==> config.mk <==
export PLATFORM = sky130hd
export DESIGN_NAME = dm_arbiter_flat
export DESIGN_NICKNAME = d
export VERILOG_FILES = /design/src/rtl/dm_arbiter_pkg.sv /design/src/rtl/dm_arbiter_if.sv /design/src/rtl/dm_arbiter_rr_pick2.sv /design/src/rtl/dm_arbiter.sv /design/src/flat_wrapper.sv
export SDC_FILE = /design/constraint.sdc
export NUM_CORES = 1
export LEC_CHECK = 0
export BUFFER_PORTS_ARGS = -buffer_cell sky130_fd_sc_hd__buf_2
export CORE_MARGIN = 10
export CORE_UTILIZATION = 28
export CTS_CLUSTER_DIAMETER = 60
export CTS_CLUSTER_SIZE = 8
export DETAILED_ROUTE_END_ITERATION = 8
export PLACE_DENSITY = 0.75
export SLEW_MARGIN = 20
export SYNTH_ARGS = -nofsm -noshare
export SYNTH_HDL_FRONTEND = slang
export SYNTH_HIERARCHICAL = 1
export SYNTH_SLANG_ARGS = --single-unit
==> constraint.sdc <==
create_clock -name clk -period 1.4 [get_ports clk]
set_input_delay 0.07 -clock clk [delete_from_list [all_inputs] [get_ports clk]]
set_output_delay 0.07 -clock clk [all_outputs]
set_load 0.005 [all_outputs]
==> src/rtl/dm_arbiter_pkg.sv <==
// Shared types for the data-memory arbiter.
// Holds the FSM state encoding and the owner encoding.
package dm_arbiter_pkg;

    typedef enum logic [1:0] {
        ST_IDLE  = 2'd0,
        ST_ISSUE = 2'd1,
        ST_RESP  = 2'd2
    } state_t;

    localparam logic OWN_CORE = 1'b0;
    localparam logic OWN_EXT  = 1'b1;

endpackage

==> src/rtl/dm_arbiter_if.sv <==
// Bus bundle between the requesters, the arbiter and the data memory.
// The slave modport is the arbiter's view of the bundle.
interface dm_arbiter_if #(
    parameter int BITS        = 8,
    parameter int MEMORY_BITS = 8
);
    logic                   core_req;
    logic                   core_we;
    logic [MEMORY_BITS-1:0] core_addr;
    logic [BITS-1:0]        core_wdata;
    logic [BITS-1:0]        core_rdata;
    logic                   core_ready;

    logic                   ext_req;
    logic                   ext_we;
    logic [MEMORY_BITS-1:0] ext_addr;
    logic [BITS-1:0]        ext_wdata;
    logic [BITS-1:0]        ext_rdata;
    logic                   ext_ready;

    logic                   mem_we;
    logic [MEMORY_BITS-1:0] mem_addr;
    logic [BITS-1:0]        mem_wdata;
    logic [BITS-1:0]        mem_rdata;

    logic                   busy;

    modport slave (
        input  core_req, core_we, core_addr, core_wdata,
        output core_rdata, core_ready,
        input  ext_req, ext_we, ext_addr, ext_wdata,
        output ext_rdata, ext_ready,
        output mem_we, mem_addr, mem_wdata,
        input  mem_rdata,
        output busy
    );

    modport master (
        output core_req, core_we, core_addr, core_wdata,
        input  core_rdata, core_ready,
        output ext_req, ext_we, ext_addr, ext_wdata,
        input  ext_rdata, ext_ready,
        input  mem_we, mem_addr, mem_wdata,
        output mem_rdata,
        input  busy
    );

endinterface

==> src/rtl/dm_arbiter_rr_pick2.sv <==
// Two-way round-robin picker: pick=0 selects A, pick=1 selects B.
// On a tie the side that was not granted last wins.
module rr_pick2 (
    input  logic i_req_a,
    input  logic i_req_b,
    input  logic i_last,
    output logic o_valid,
    output logic o_pick
);

    assign o_valid = i_req_a | i_req_b;
    assign o_pick  = (i_req_a & i_req_b) ? ~i_last : i_req_b;

endmodule

==> src/rtl/dm_arbiter.sv <==
// Shares a single-port sync-read data memory between core and ext port.
// Each grant runs a fixed ISSUE/RESP pair; ties resolved round-robin.
import dm_arbiter_pkg::*;

module dm_arbiter #(
    parameter int BITS        = 8,
    parameter int MEMORY_BITS = 8
) (
    input  logic        clk,
    input  logic        rst,
    dm_arbiter_if.slave bus
);

    state_t r_state;
    state_t w_next;
    logic   r_owner;
    logic   w_owner_nxt;
    logic   r_last;
    logic   w_last_nxt;

    logic w_idle_v;
    logic w_idle_pick;
    logic w_resp_v;
    logic w_resp_pick;
    logic w_core_oth;
    logic w_ext_oth;

    logic                   w_sel_we;
    logic [MEMORY_BITS-1:0] w_sel_addr;
    logic [BITS-1:0]        w_sel_wdata;
    logic                   w_issue;
    logic                   w_resp;
    logic                   w_act;

    rr_pick2 u_pick_idle (
        .i_req_a (bus.core_req),
        .i_req_b (bus.ext_req),
        .i_last  (r_last),
        .o_valid (w_idle_v),
        .o_pick  (w_idle_pick)
    );

    // In RESP the owner still holds req until it sees ready; mask it out.
    assign w_core_oth = bus.core_req & (r_owner != OWN_CORE);
    assign w_ext_oth  = bus.ext_req  & (r_owner != OWN_EXT);

    rr_pick2 u_pick_resp (
        .i_req_a (w_core_oth),
        .i_req_b (w_ext_oth),
        .i_last  (r_owner),
        .o_valid (w_resp_v),
        .o_pick  (w_resp_pick)
    );

    always_ff @(posedge clk) begin
        if (rst) begin
            r_state <= ST_IDLE;
            r_owner <= OWN_CORE;
            r_last  <= OWN_EXT;
        end else begin
            r_state <= w_next;
            r_owner <= w_owner_nxt;
            r_last  <= w_last_nxt;
        end
    end

    always_comb begin
        w_next      = r_state;
        w_owner_nxt = r_owner;
        w_last_nxt  = r_last;
        unique case (r_state)
            ST_IDLE: begin
                if (w_idle_v) begin
                    w_owner_nxt = w_idle_pick;
                    w_next      = ST_ISSUE;
                end
            end
            ST_ISSUE: begin
                w_last_nxt = r_owner;
                w_next     = ST_RESP;
            end
            ST_RESP: begin
                if (w_resp_v) begin
                    w_owner_nxt = w_resp_pick;
                    w_next      = ST_ISSUE;
                end else begin
                    w_next = ST_IDLE;
                end
            end
            default: w_next = ST_IDLE;
        endcase
    end

    assign w_sel_we    = (r_owner == OWN_EXT) ? bus.ext_we    : bus.core_we;
    assign w_sel_addr  = (r_owner == OWN_EXT) ? bus.ext_addr  : bus.core_addr;
    assign w_sel_wdata = (r_owner == OWN_EXT) ? bus.ext_wdata : bus.core_wdata;

    // Reset overrides every output so an in-flight access is fully aborted.
    assign w_issue = ~rst & (r_state == ST_ISSUE);
    assign w_resp  = ~rst & (r_state == ST_RESP);
    assign w_act   = w_issue | w_resp;

    assign bus.mem_we    = w_issue & w_sel_we;
    assign bus.mem_addr  = w_act   ? w_sel_addr  : '0;
    assign bus.mem_wdata = w_issue ? w_sel_wdata : '0;
    assign bus.busy      = w_act;

    assign bus.core_ready = w_resp & (r_owner == OWN_CORE);
    assign bus.ext_ready  = w_resp & (r_owner == OWN_EXT);
    assign bus.core_rdata = bus.core_ready ? bus.mem_rdata : '0;
    assign bus.ext_rdata  = bus.ext_ready  ? bus.mem_rdata : '0;

endmodule
==> src/flat_wrapper.sv <==
// flat-port wrapper written by rule: the top's interface ports become plain ports
module dm_arbiter_flat 
#(
    parameter int BITS        = 8,
    parameter int MEMORY_BITS = 8
)
  (clk, rst, bus_core_req, bus_core_we, bus_core_addr, bus_core_wdata, bus_core_rdata, bus_core_ready, bus_ext_req, bus_ext_we, bus_ext_addr, bus_ext_wdata, bus_ext_rdata, bus_ext_ready, bus_mem_we, bus_mem_addr, bus_mem_wdata, bus_mem_rdata, bus_busy);
  dm_arbiter_if #(.BITS(BITS), .MEMORY_BITS(MEMORY_BITS)) bus_i ();
  input  logic clk;
  input  logic rst;
  input wire logic [$bits(bus_i.core_req)-1:0] bus_core_req;
  input wire logic [$bits(bus_i.core_we)-1:0] bus_core_we;
  input wire logic [$bits(bus_i.core_addr)-1:0] bus_core_addr;
  input wire logic [$bits(bus_i.core_wdata)-1:0] bus_core_wdata;
  output wire logic [$bits(bus_i.core_rdata)-1:0] bus_core_rdata;
  output wire logic [$bits(bus_i.core_ready)-1:0] bus_core_ready;
  input wire logic [$bits(bus_i.ext_req)-1:0] bus_ext_req;
  input wire logic [$bits(bus_i.ext_we)-1:0] bus_ext_we;
  input wire logic [$bits(bus_i.ext_addr)-1:0] bus_ext_addr;
  input wire logic [$bits(bus_i.ext_wdata)-1:0] bus_ext_wdata;
  output wire logic [$bits(bus_i.ext_rdata)-1:0] bus_ext_rdata;
  output wire logic [$bits(bus_i.ext_ready)-1:0] bus_ext_ready;
  output wire logic [$bits(bus_i.mem_we)-1:0] bus_mem_we;
  output wire logic [$bits(bus_i.mem_addr)-1:0] bus_mem_addr;
  output wire logic [$bits(bus_i.mem_wdata)-1:0] bus_mem_wdata;
  input wire logic [$bits(bus_i.mem_rdata)-1:0] bus_mem_rdata;
  output wire logic [$bits(bus_i.busy)-1:0] bus_busy;
  assign bus_i.core_req = bus_core_req;
  assign bus_i.core_we = bus_core_we;
  assign bus_i.core_addr = bus_core_addr;
  assign bus_i.core_wdata = bus_core_wdata;
  assign bus_core_rdata = bus_i.core_rdata;
  assign bus_core_ready = bus_i.core_ready;
  assign bus_i.ext_req = bus_ext_req;
  assign bus_i.ext_we = bus_ext_we;
  assign bus_i.ext_addr = bus_ext_addr;
  assign bus_i.ext_wdata = bus_ext_wdata;
  assign bus_ext_rdata = bus_i.ext_rdata;
  assign bus_ext_ready = bus_i.ext_ready;
  assign bus_mem_we = bus_i.mem_we;
  assign bus_mem_addr = bus_i.mem_addr;
  assign bus_mem_wdata = bus_i.mem_wdata;
  assign bus_i.mem_rdata = bus_mem_rdata;
  assign bus_busy = bus_i.busy;
  dm_arbiter #(.BITS(BITS), .MEMORY_BITS(MEMORY_BITS)) u_core (.clk(clk), .rst(rst), .bus(bus_i));
endmodule
==> results of run 1 <==
power by group through the flow:
stage	sequential [mW]	combinational, mW	clock, mW
6_report	0.148	0.295	0.137
5_1_grt	0.151	0.328	0.152
4_1_cts	0.145	0.277	0.144
3_5_place_dp	0.146	0.272	0
3_3_place_gp	0.145	0.262	0
2_1_floorplan	0.142	0.165	0
kinds of logic (layout without fill, tap and decap cells):
family | count (synthesis) | count (layout) | share of synthesized area (%)
AOI/OAI and AO/OA | 4 | 4 | 4.54
buffers and inverters | 8 | 90 | 8.68
muxes | 19 | 19 | 30.2
and+or+nand+nor | 48 | 49 | 44.0
DFF | 4 | 4 | 12.6
per-layer routing:
| metal | up-vias | share of wire (%) | global-route usage (%) |
|---|---|---|---|
| li1 | 443 | - | - |
| met1 | 371 | 34 | 10.4 |
| met2 | 52 | 49 | 18.4 |
| met3 | 4 | 15 | 4.63 |
| met4 | 0 | 1.9 | 5.90 |
| met5 | - | 0 | 0 |
cells in the mapped netlist:
| cell | n | area [sq um] |
|---|---|---|
| and3_1 | 1 | 6.26 |
| mux2i_1 | 18 | 180 |
| nand2b_1 | 2 | 12.5 |
| nor4b_4 | 1 | 23.8 |
| mux2_2 | 1 | 11.3 |
| a21boi_1 | 2 | 15.0 |
| nor4_1 | 1 | 6.26 |
| nor2_1 | 18 | 67.6 |
| nor3b_1 | 1 | 7.51 |
| buf_6 | 3 | 33.8 |
| buf_2 | 2 | 10.0 |
| inv_1 | 3 | 11.3 |
| nor4b_1 | 1 | 8.76 |
| a21oi_1 | 1 | 5.00 |
| nor2b_1 | 1 | 6.26 |
| or2_1 | 3 | 18.8 |
| nand2b_2 | 1 | 8.76 |
| and2_1 | 18 | 113 |
| dfxtp_1 | 4 | 80.1 |
| a21o_2 | 1 | 8.76 |
sequential cells by signal, summed over array words and instances (netlist names):
| signal | flops |
|---|---|
| u_core/r_state | 2 |
| u_core/r_last | 1 |
| u_core/r_owner | 1 |
cell type report:
cell class	instances	area share, %
Timing Repair Buffer	84	38.0
Sequential cell	4	8.05
Inverter	3	0.992
Clock buffer	3	1.98
Multi-Input combinational cell	72	47.9
Tap cell	28	3.09
metrics by stage:
stage	cell area [sq um]	total power [mW]	util, %	setup WS (ns)	hold slack (ns)
2_1_floorplan	642	0.307	-	0.0145	0.141
3_3_place_gp	1050	0.406	47.8	0.131	0.345
3_5_place_dp	1050	0.418	47.8	0.0743	0.352
4_1_cts	1080	0.565	49.3	0.00848	0.113
5_1_grt	1130	0.631	51.8	-0.00426	0.165
6_report	1130	0.579	51.8	0.0495	0.145
what timing repair did:
item                                    CTS  global route
endpoints found under the setup margin   27            31
pin swaps                                 0             1
cloned                                    0             1
hold buffers                              0             0
hold endpoints to repair                  0             0
buffers inserted                          1             0
gates resized for setup                   2            14
worst max path at each step:
stage,to,from
finish,bus_mem_we,u_core/r_state[1]
global route,bus_mem_wdata[2],u_core/r_state[1]
CTS,bus_ext_rdata[6],u_core/r_state[0]
detailed placement,u_core/r_owner,u_core/r_owner
global placement,u_core/r_owner,u_core/r_owner
floorplan,u_core/r_owner,u_core/r_owner
==> key figures, run 1 <==
Outcome
  • Status: completed

Place
  • I/O Buffers: 81
  • HPWL Detailed: 2360 um
  • # placed instances: 189
  • GP Congestion: 0.810

Synth
  • Post-Syn Instances: 83
  • Synth unique cells: 20
  • Sequential area share after synthesis: 12.6%
  • Mapped cell area: 634 sq um
  • Synth warnings: 6
  • Syn Area/Cell: 7.64 sq um
  • Flops & latches, synth: 4
  • Post-Syn Nets: 129

Final layout
  • Layout cells sized above 1: 60.8%
  • Final non-filler cell total: 194
  • Area of the multi-input gates: 543 sq um
  • Most frequent cells in the layout: buf_2, and2_1, mux2i_1
  • Syn-to-layout area delta: 78.9%
  • # fillers: 208
  • Most common cell after layout, fill and taps aside: buf_2
  • Nets: 214
  • Diodes inserted: 0
  • Seq. cell area: 91.3 sq um

Critical path
  • CP startpoint kind: register
  • Cell Chain, Critical Path: nand2b_4 -> or2_4 -> nor2_1 -> buf_2
  • CP max stage cell: dfxtp_4
  • Delay-heaviest family, CP: simple AND/OR/NAND/NOR gates
  • R2R Path Start: u_core/r_owner
  • Reg2Reg Setup Slack: 0.05 ns
  • Required @ worst endpoint: 1.33 ns
  • Crit path arrival time: 1.28 ns
  • CP max stage delay: 0.36 ns
  • Critical Path Stages: 4
  • Setup CP Type: reg -> out
  • CP bufs+invs: 1
  • CP Max Fanout: 6
  • Setup crit end kind: output pin
  • Worst r2r dst: u_core/r_owner
  • Worst Reg2Reg Path Length in Cells: 5

Drt
  • Final wirelength: 2720 um
  • Initial DRC Count: 24
  • Vias per cell: 4.48
  • Number of remaining DRC errors: 0
  • WL/cell: 14.0 um
  • Antenna viol nets, final: 0
  • Via Count: 870
  • Iteration count of the initial detailed-routing pass: 3

Floorplan
  • Die Y: 67.6 um
  • Core Area: 2190 sq um
  • Initial core utilization: 29.0%
  • Die area: 4570 sq um
  • # IOs: 82
  • Die Width: 67.6 um
  • Row count: 17

STA
  • Fin crit period: 1.35 ns
  • Final hold viol count: 0
  • Slew HR: 83.1%
  • FMAX: 0.740 GHz
  • Clk_skew: 0.00191 ns
  • Tcrit/Tclk final: 96.5%
  • Final setup violation count: 0
  • Max-slew violations: 0
  • Worst Tran Pin Value: 0.250 ns
  • Setup TNS: 0 ns

Job
  • Max Cap Violations: 0

CTS
  • Reg clk slew, reported paths: 0.04 ns
  • CTS tree: built
  • Total CTS buffers: 3
  • Clock Latency Late Sink: 0.23 ns
  • CTS max path bufs: 2
  • CTS root buffer: clkbuf_4
  • H-Tree Depth: 1
  • Clk sinks: 4

Worst hold path
  • Hold Crit Depth: 2
  • Worst hold-check path type: in -> reg
  • Hold path start: rst
  • Hold EP: u_core/r_owner

Global route
  • Largest net degree at the start of global routing: 11
  • GR Util All Layers: 10.6%
  • Initial antenna violation count: 0
  • Total gr overflow: 0
  • Vias in the first global route: 972
  • First-pass GRT wire length: 3970 um

Power
  • Total net switching power: 190 uW
  • Power Dens Cells: 510 nW/um^2
  • Peak supply drop: 0.283 mV
  • Clock Power Share: 23.6%
  • Switching part of the total: 32.8%
  • Int Power: 389 uW
  • Gate power share: 50.9%
  • Seq pwr share: 25.5%
  • Leak: 0.658 nW
No activity file was read; power rests on OpenSTA's default activity.
==> run 2: changes to the inputs <==
--- a/config.mk
+++ b/config.mk
@@ -7,11 +7,11 @@
 export LEC_CHECK = 0
 export BUFFER_PORTS_ARGS = -buffer_cell sky130_fd_sc_hd__buf_2
 export CORE_MARGIN = 10
-export CORE_UTILIZATION = 28
+export CORE_UTILIZATION = 34
 export CTS_CLUSTER_DIAMETER = 60
 export CTS_CLUSTER_SIZE = 8
 export DETAILED_ROUTE_END_ITERATION = 8
-export PLACE_DENSITY = 0.75
+export PLACE_DENSITY = 0.86
 export SLEW_MARGIN = 20
 export SYNTH_ARGS = -nofsm -noshare
 export SYNTH_HDL_FRONTEND = slang
==> constraint.sdc (replaced) <==
create_clock -name clk -period 1.7 [get_ports clk]
set_input_delay 0.085 -clock clk [delete_from_list [all_inputs] [get_ports clk]]
set_output_delay 0.085 -clock clk [all_outputs]
set_load 0.005 [all_outputs]
==> run 2 against run 1 <==
Net effect: cell count fell by 3.1%; first-iteration DRC count up 8.3%; clock skew grew 0.0028 ns; non-clock buffer count decreased by 2; global-route usage up 2.8 points; sequential power down 21%; clock power shrank 9%; design area decreased by 6.8%; core utilization up 8.8 points; largest cell class unchanged.
==> key figures, run 2 (same netlist as run 1, synthesis figures left out) <==
Outcome
  • Status: completed

CTS
  • Reg clk slew, reported paths: 0.04 ns
  • Post-CTS Setup Inserts: 0
  • H-Tree Depth: 1
  • Post-CTS Hold Fix Bufs: 0
  • CTS root buffer: clkbuf_4
  • Post-CTS sizing: 0
  • CTS tree: built
  • CTS max path bufs: 2
  • Clock Latency Late Sink: 0.24 ns
  • Clk sinks: 4
  • Total CTS buffers: 3

STA
  • Max-slew violations: 0
  • Worst Tran Pin Value: 0.401 ns
  • Clk_skew: 0.00471 ns
  • FMAX: 0.644 GHz
  • Tcrit/Tclk final: 91.3%
  • Slew HR: 73.2%
  • RSZ-0062 raised after global routing: no
  • Final setup violation count: 0
  • Setup TNS: 0 ns
  • Final hold viol count: 0
  • Fin crit period: 1.55 ns

Drt
  • M1 WL: 1050 um
  • Met2 WL post-DR: 1350 um
  • Vias per cell: 4.65
  • Iteration count of the initial detailed-routing pass: 4
  • Top sig layer: met4
  • Final wirelength: 2750 um
  • WL/cell: 14.6 um
  • Via Count: 875
  • DR WL met3: 318 um
  • Initial DRC Count: 26
  • Number of remaining DRC errors: 0
  • Antenna viol nets, final: 0

Global route
  • GR Util All Layers: 13.4%
  • Total gr overflow: 0
  • Vias in the first global route: 1004
  • Largest net degree at the start of global routing: 20
  • First-pass GRT wire length: 4420 um
  • Initial antenna violation count: 0

Floorplan
  • Die Width: 63.2 um
  • Die area: 3990 sq um
  • Core Area: 1750 sq um
  • Row count: 15
  • # IOs: 82
  • Die Y: 63.2 um
  • Initial core utilization: 36.3%

Final layout
  • Seq. cell area: 80.1 sq um
  • Nets: 211
  • Syn-to-layout area delta: 66.7%
  • # fillers: 161
  • Most frequent cells in the layout: buf_2, nor2_1, and2_1, mux2i_1, dfxtp_1
  • Largest register by flop count: u_core/r_state
  • Area of the multi-input gates: 499 sq um
  • Leading registers by flop count: u_core/r_state x2, u_core/r_last x1, u_core/r_owner x1
  • Final Instance Area: 1060 sq um
  • Layout cells sized above 1: 54.6%
  • Most common cell after layout, fill and taps aside: buf_2
  • Max reg flops: 2
  • Diodes inserted: 0

Power
  • Power Dens Cells: 438 nW/um^2
  • Int Power: 305 uW
  • Leak: 0.636 nW
  • Seq pwr share: 25.2%
  • Total net switching power: 159 uW
  • Gate power share: 47.7%
  • Switching part of the total: 34.3%
  • Peak supply drop: 0.370 mV
  • Clock Power Share: 27.1%

Critical path
  • Crit path arrival time: 1.47 ns
  • CP max stage delay: 0.43 ns
  • Reg2Reg Setup Slack: 0.33 ns
  • CP max stage cell: dfxtp_1
  • Setup crit end kind: output pin
  • Cell Chain, Critical Path: buf_4 -> mux2i_1 -> nor2_1 -> buf_2
  • CP bufs+invs: 2
  • CP Max Fanout: 19
  • Delay-heaviest family, CP: buffers and inverters
  • Setup CP Type: reg -> out
  • CP startpoint kind: register
  • Required @ worst endpoint: 1.62 ns

Place
  • Placed Instance Area: 1030 sq um
  • I/O Buffers: 81
  • HPWL Detailed: 2480 um
  • GP Congestion: 0.718

Job
  • Max Cap Violations: 0

Worst hold path
  • Worst hold-check path type: in -> reg
==> run 2: cell types whose count changed in the layout (fill, tap and decap cells not counted), moves of 2 or more <==
cell,before,now
dfxtp_1,1,4
nor2_1,16,18
or2_4,2,0
nor2_2,2,0
nand2b_4,2,0
dfxtp_4,3,0
==> run 2: area by class of cell <==
| cell class | instances | share of cell area (%) |
|---|---|---|
| flip-flops and latches | 4 | 7.57 |
| repair buffers | 82 | 39.1 |
| multi-input cells | 71 | 47.2 |
| inverters | 3 | 1.07 |
| clock buffers | 3 | 2.13 |
| well taps | 25 | 2.96 |
==> run 2: final timing paths <==
check                                    start               to  cells after the start
worst max register to register  u_core/r_owner   u_core/r_owner                      5
worst min-delay path                       rst   u_core/r_owner                      2
worst max-delay path            u_core/r_owner  bus_mem_addr[2]                      4
worst min register to register   u_core/r_last    u_core/r_last                      2
==> run 2: per-stage QoR <==
stage | total power [mW] | setup WS, ns | util, % | hold WS (ns) | instances
2_1_floorplan | 0.248 | 0.176 | - | 0.164 | 83
3_3_place_gp | 0.331 | 0.412 | 59.3 | 0.368 | 185
3_5_place_dp | 0.341 | 0.337 | 59.3 | 0.386 | 185
4_1_cts | 0.469 | 0.127 | 60.6 | 0.128 | 188
5_1_grt | 0.501 | 0.0301 | 60.6 | 0.155 | 188
6_report | 0.464 | 0.148 | 60.6 | 0.129 | 188
==> run 2: metal layers <==
layer	up-vias	GRT usage (%)
li1	435	-
met1	379	13.6
met2	58	22.5
met3	3	5.48
met4	0	8.20
met5	-	0
==> run 2: power groups by stage <==
stage	logic, mW	clock network (mW)	registers, mW
final	0.221	0.125	0.117
after global routing	0.248	0.134	0.119
after CTS	0.224	0.129	0.117
after detailed placement	0.223	0	0.118
after global placement	0.213	0	0.117
after floorplan	0.132	0	0.116
==> run 3: changes to the inputs <==
--- a/config.mk
+++ b/config.mk
@@ -5,13 +5,13 @@
 export SDC_FILE = /design/constraint.sdc
 export NUM_CORES = 1
 export LEC_CHECK = 0
-export BUFFER_PORTS_ARGS = -buffer_cell sky130_fd_sc_hd__buf_2
+export ABC_CLOCK_PERIOD_IN_PS = 1700
 export CORE_MARGIN = 10
-export CORE_UTILIZATION = 34
+export CORE_UTILIZATION = 48
 export CTS_CLUSTER_DIAMETER = 60
 export CTS_CLUSTER_SIZE = 8
 export DETAILED_ROUTE_END_ITERATION = 8
-export PLACE_DENSITY = 0.86
+export DONT_BUFFER_PORTS = 1
 export SLEW_MARGIN = 20
 export SYNTH_ARGS = -nofsm -noshare
 export SYNTH_HDL_FRONTEND = slang
==> run 3 against run 2 <==
Net effect: sequential power about the same; register-to-register slack improved by 0.06 ns; count of clock-buffer cells in the layout unchanged; sequential share of layout area grew 4.5 points; power down 16%; via count shrank 32%; clock power barely moved; largest cell class unchanged; highest routed layer unchanged.
==> key figures, run 3 (same netlist as run 1, synthesis figures left out) <==
Drt
  • M1 WL: 685 um
  • Final wirelength: 2090 um
  • Via Count: 596
  • DR WL met3: 328 um
  • Vias per cell: 5.96
  • Iteration count of the initial detailed-routing pass: 4
  • Top sig layer: met4
  • Antenna viol nets, final: 0
  • Met2 WL post-DR: 1040 um
  • WL/cell: 20.9 um
  • Number of remaining DRC errors: 0
  • Initial DRC Count: 10

Final layout
  • Syn-to-layout area delta: 4.73%
  • Most frequent cells in the layout: nor2_1, and2_1, mux2i_1
  • Final Instance Area: 664 sq um
  • Max reg flops: 2
  • Leading registers by flop count: u_core/r_state x2, u_core/r_last x1, u_core/r_owner x1
  • Largest register by flop count: u_core/r_state
  • Layout cells sized above 1: 11.8%
  • Nets: 133
  • Diodes inserted: 0
  • Utilization after layout: 52.4%
  • # fillers: 121

Power
  • Power Dens Cells: 584 nW/um^2
  • Int Power: 257 uW
  • Total net switching power: 131 uW
  • Clock Power Share: 31.4%
  • Gate power share: 38.9%
  • Leak: 0.277 nW
  • Peak supply drop: 0.422 mV
  • Seq pwr share: 29.7%
  • Switching part of the total: 33.8%
  • PnR Total Power: 388 uW

Global route
  • Initial antenna violation count: 0
  • GR Util All Layers: 12.0%
  • Vias in the first global route: 685
  • Largest net degree at the start of global routing: 17
  • First-pass GRT wire length: 3130 um
  • Total gr overflow: 0

STA
  • RSZ-0062 raised after global routing: no
  • Slew HR: 70.6%
  • Worst Tran Pin Value: 0.439 ns
  • Fin crit period: 1.49 ns
  • Setup TNS: 0 ns
  • Final hold viol count: 0
  • Clk_skew: 0.00251 ns
  • FMAX: 0.672 GHz
  • Final worst setup slack: 0.211 ns
  • Final setup violation count: 0
  • Max-slew violations: 0
  • Tcrit/Tclk final: 87.6%

Place
  • Placed Instance Area: 632 sq um
  • GP Congestion: 0.829
  • I/O Buffers: 0
  • Dpl ws: 0.417 ns
  • HPWL Detailed: 1800 um

CTS
  • H-Tree Depth: 1
  • Clock Latency Late Sink: 0.24 ns
  • Post-CTS sizing: 0
  • Reg clk slew, reported paths: 0.04 ns
  • CTS max path bufs: 2
  • Clk sinks: 4
  • CTS tree: built
  • Total CTS buffers: 3
  • Post-CTS Setup Inserts: 0
  • CTS root buffer: clkbuf_4

Critical path
  • Crit path arrival time: 1.40 ns
  • Setup CP Type: reg -> out
  • CP startpoint kind: register
  • CP Max Fanout: 9
  • Required @ worst endpoint: 1.62 ns
  • Setup crit end kind: output pin

Floorplan
  • # IOs: 82
  • Die area: 3180 sq um
  • Die Y: 56.4 um
  • Row count: 13
  • Core Area: 1270 sq um
  • Initial core utilization: 50.0%
  • Die Width: 56.4 um

Outcome
  • Status: completed

Worst hold path
  • Worst hold-check path type: in -> reg

Job
  • Max Cap Violations: 0
run 3: cell types whose count changed in the layout (fill, tap and decap cells not counted):
cell,delta
buf_2,-81
buf_4,+2
dlygate4sd3_1,+1
run 3: power groups by stage:
stage / clock network, mW / registers (mW) / logic [mW]
finish: 0.122 / 0.115 / 0.151
global route: 0.140 / 0.116 / 0.168
CTS: 0.130 / 0.115 / 0.153
detailed placement: 0 / 0.116 / 0.150
global placement: 0 / 0.116 / 0.146
floorplan: 0 / 0.116 / 0.132
run 3: metal layers:
metal  global-route usage, %  vias to the layer above
li1                        -                      278
met3                    8.54                        4
met4                    7.22                        0
met2                    21.2                       53
met1                    9.18                      261
met5                       0                        -
run 3: worst paths after layout:
path / cells past startpoint / slack [ns] / startpoint / to
worst min-delay path: 2 / 0.04 / rst / u_core/r_state[0]
worst max-delay path: 3 / 0.21 / u_core/r_owner / bus_core_rdata[6]
worst min register to register: 2 / 0.49 / u_core/r_last / u_core/r_last
worst max register to register: 5 / 0.39 / u_core/r_owner / u_core/r_owner
run 3: stage by stage:
step,std cells,hold slack (ns)
after floorplan,83,0.164
after global placement,96,0.166
after detailed placement,96,0.167
after CTS,100,0.0331
after global routing,100,0.0323
final,100,0.0424
run 3: final cells by class:
class                   count  area, sq um  area share [%]
clock buffers               3         22.5            3.39
flip-flops and latches      4         80.1            12.1
repair buffers              4         32.5            4.90
well taps                  15         18.8            2.82
inverters                   3         11.3            1.69
multi-input cells          71          499            75.1
run 3: repair_timing:
action	in CTS	in global routing
hold buffers	1	0
setup endpoints to repair	0	0
endpoints found under the hold margin	2	0
run 3: critical path, cell delays in order (launching register included):
cell	delay, ns
dfxtp_1	0.32
buf_4	0.17
nor4b_4	0.45
and2_1	0.22
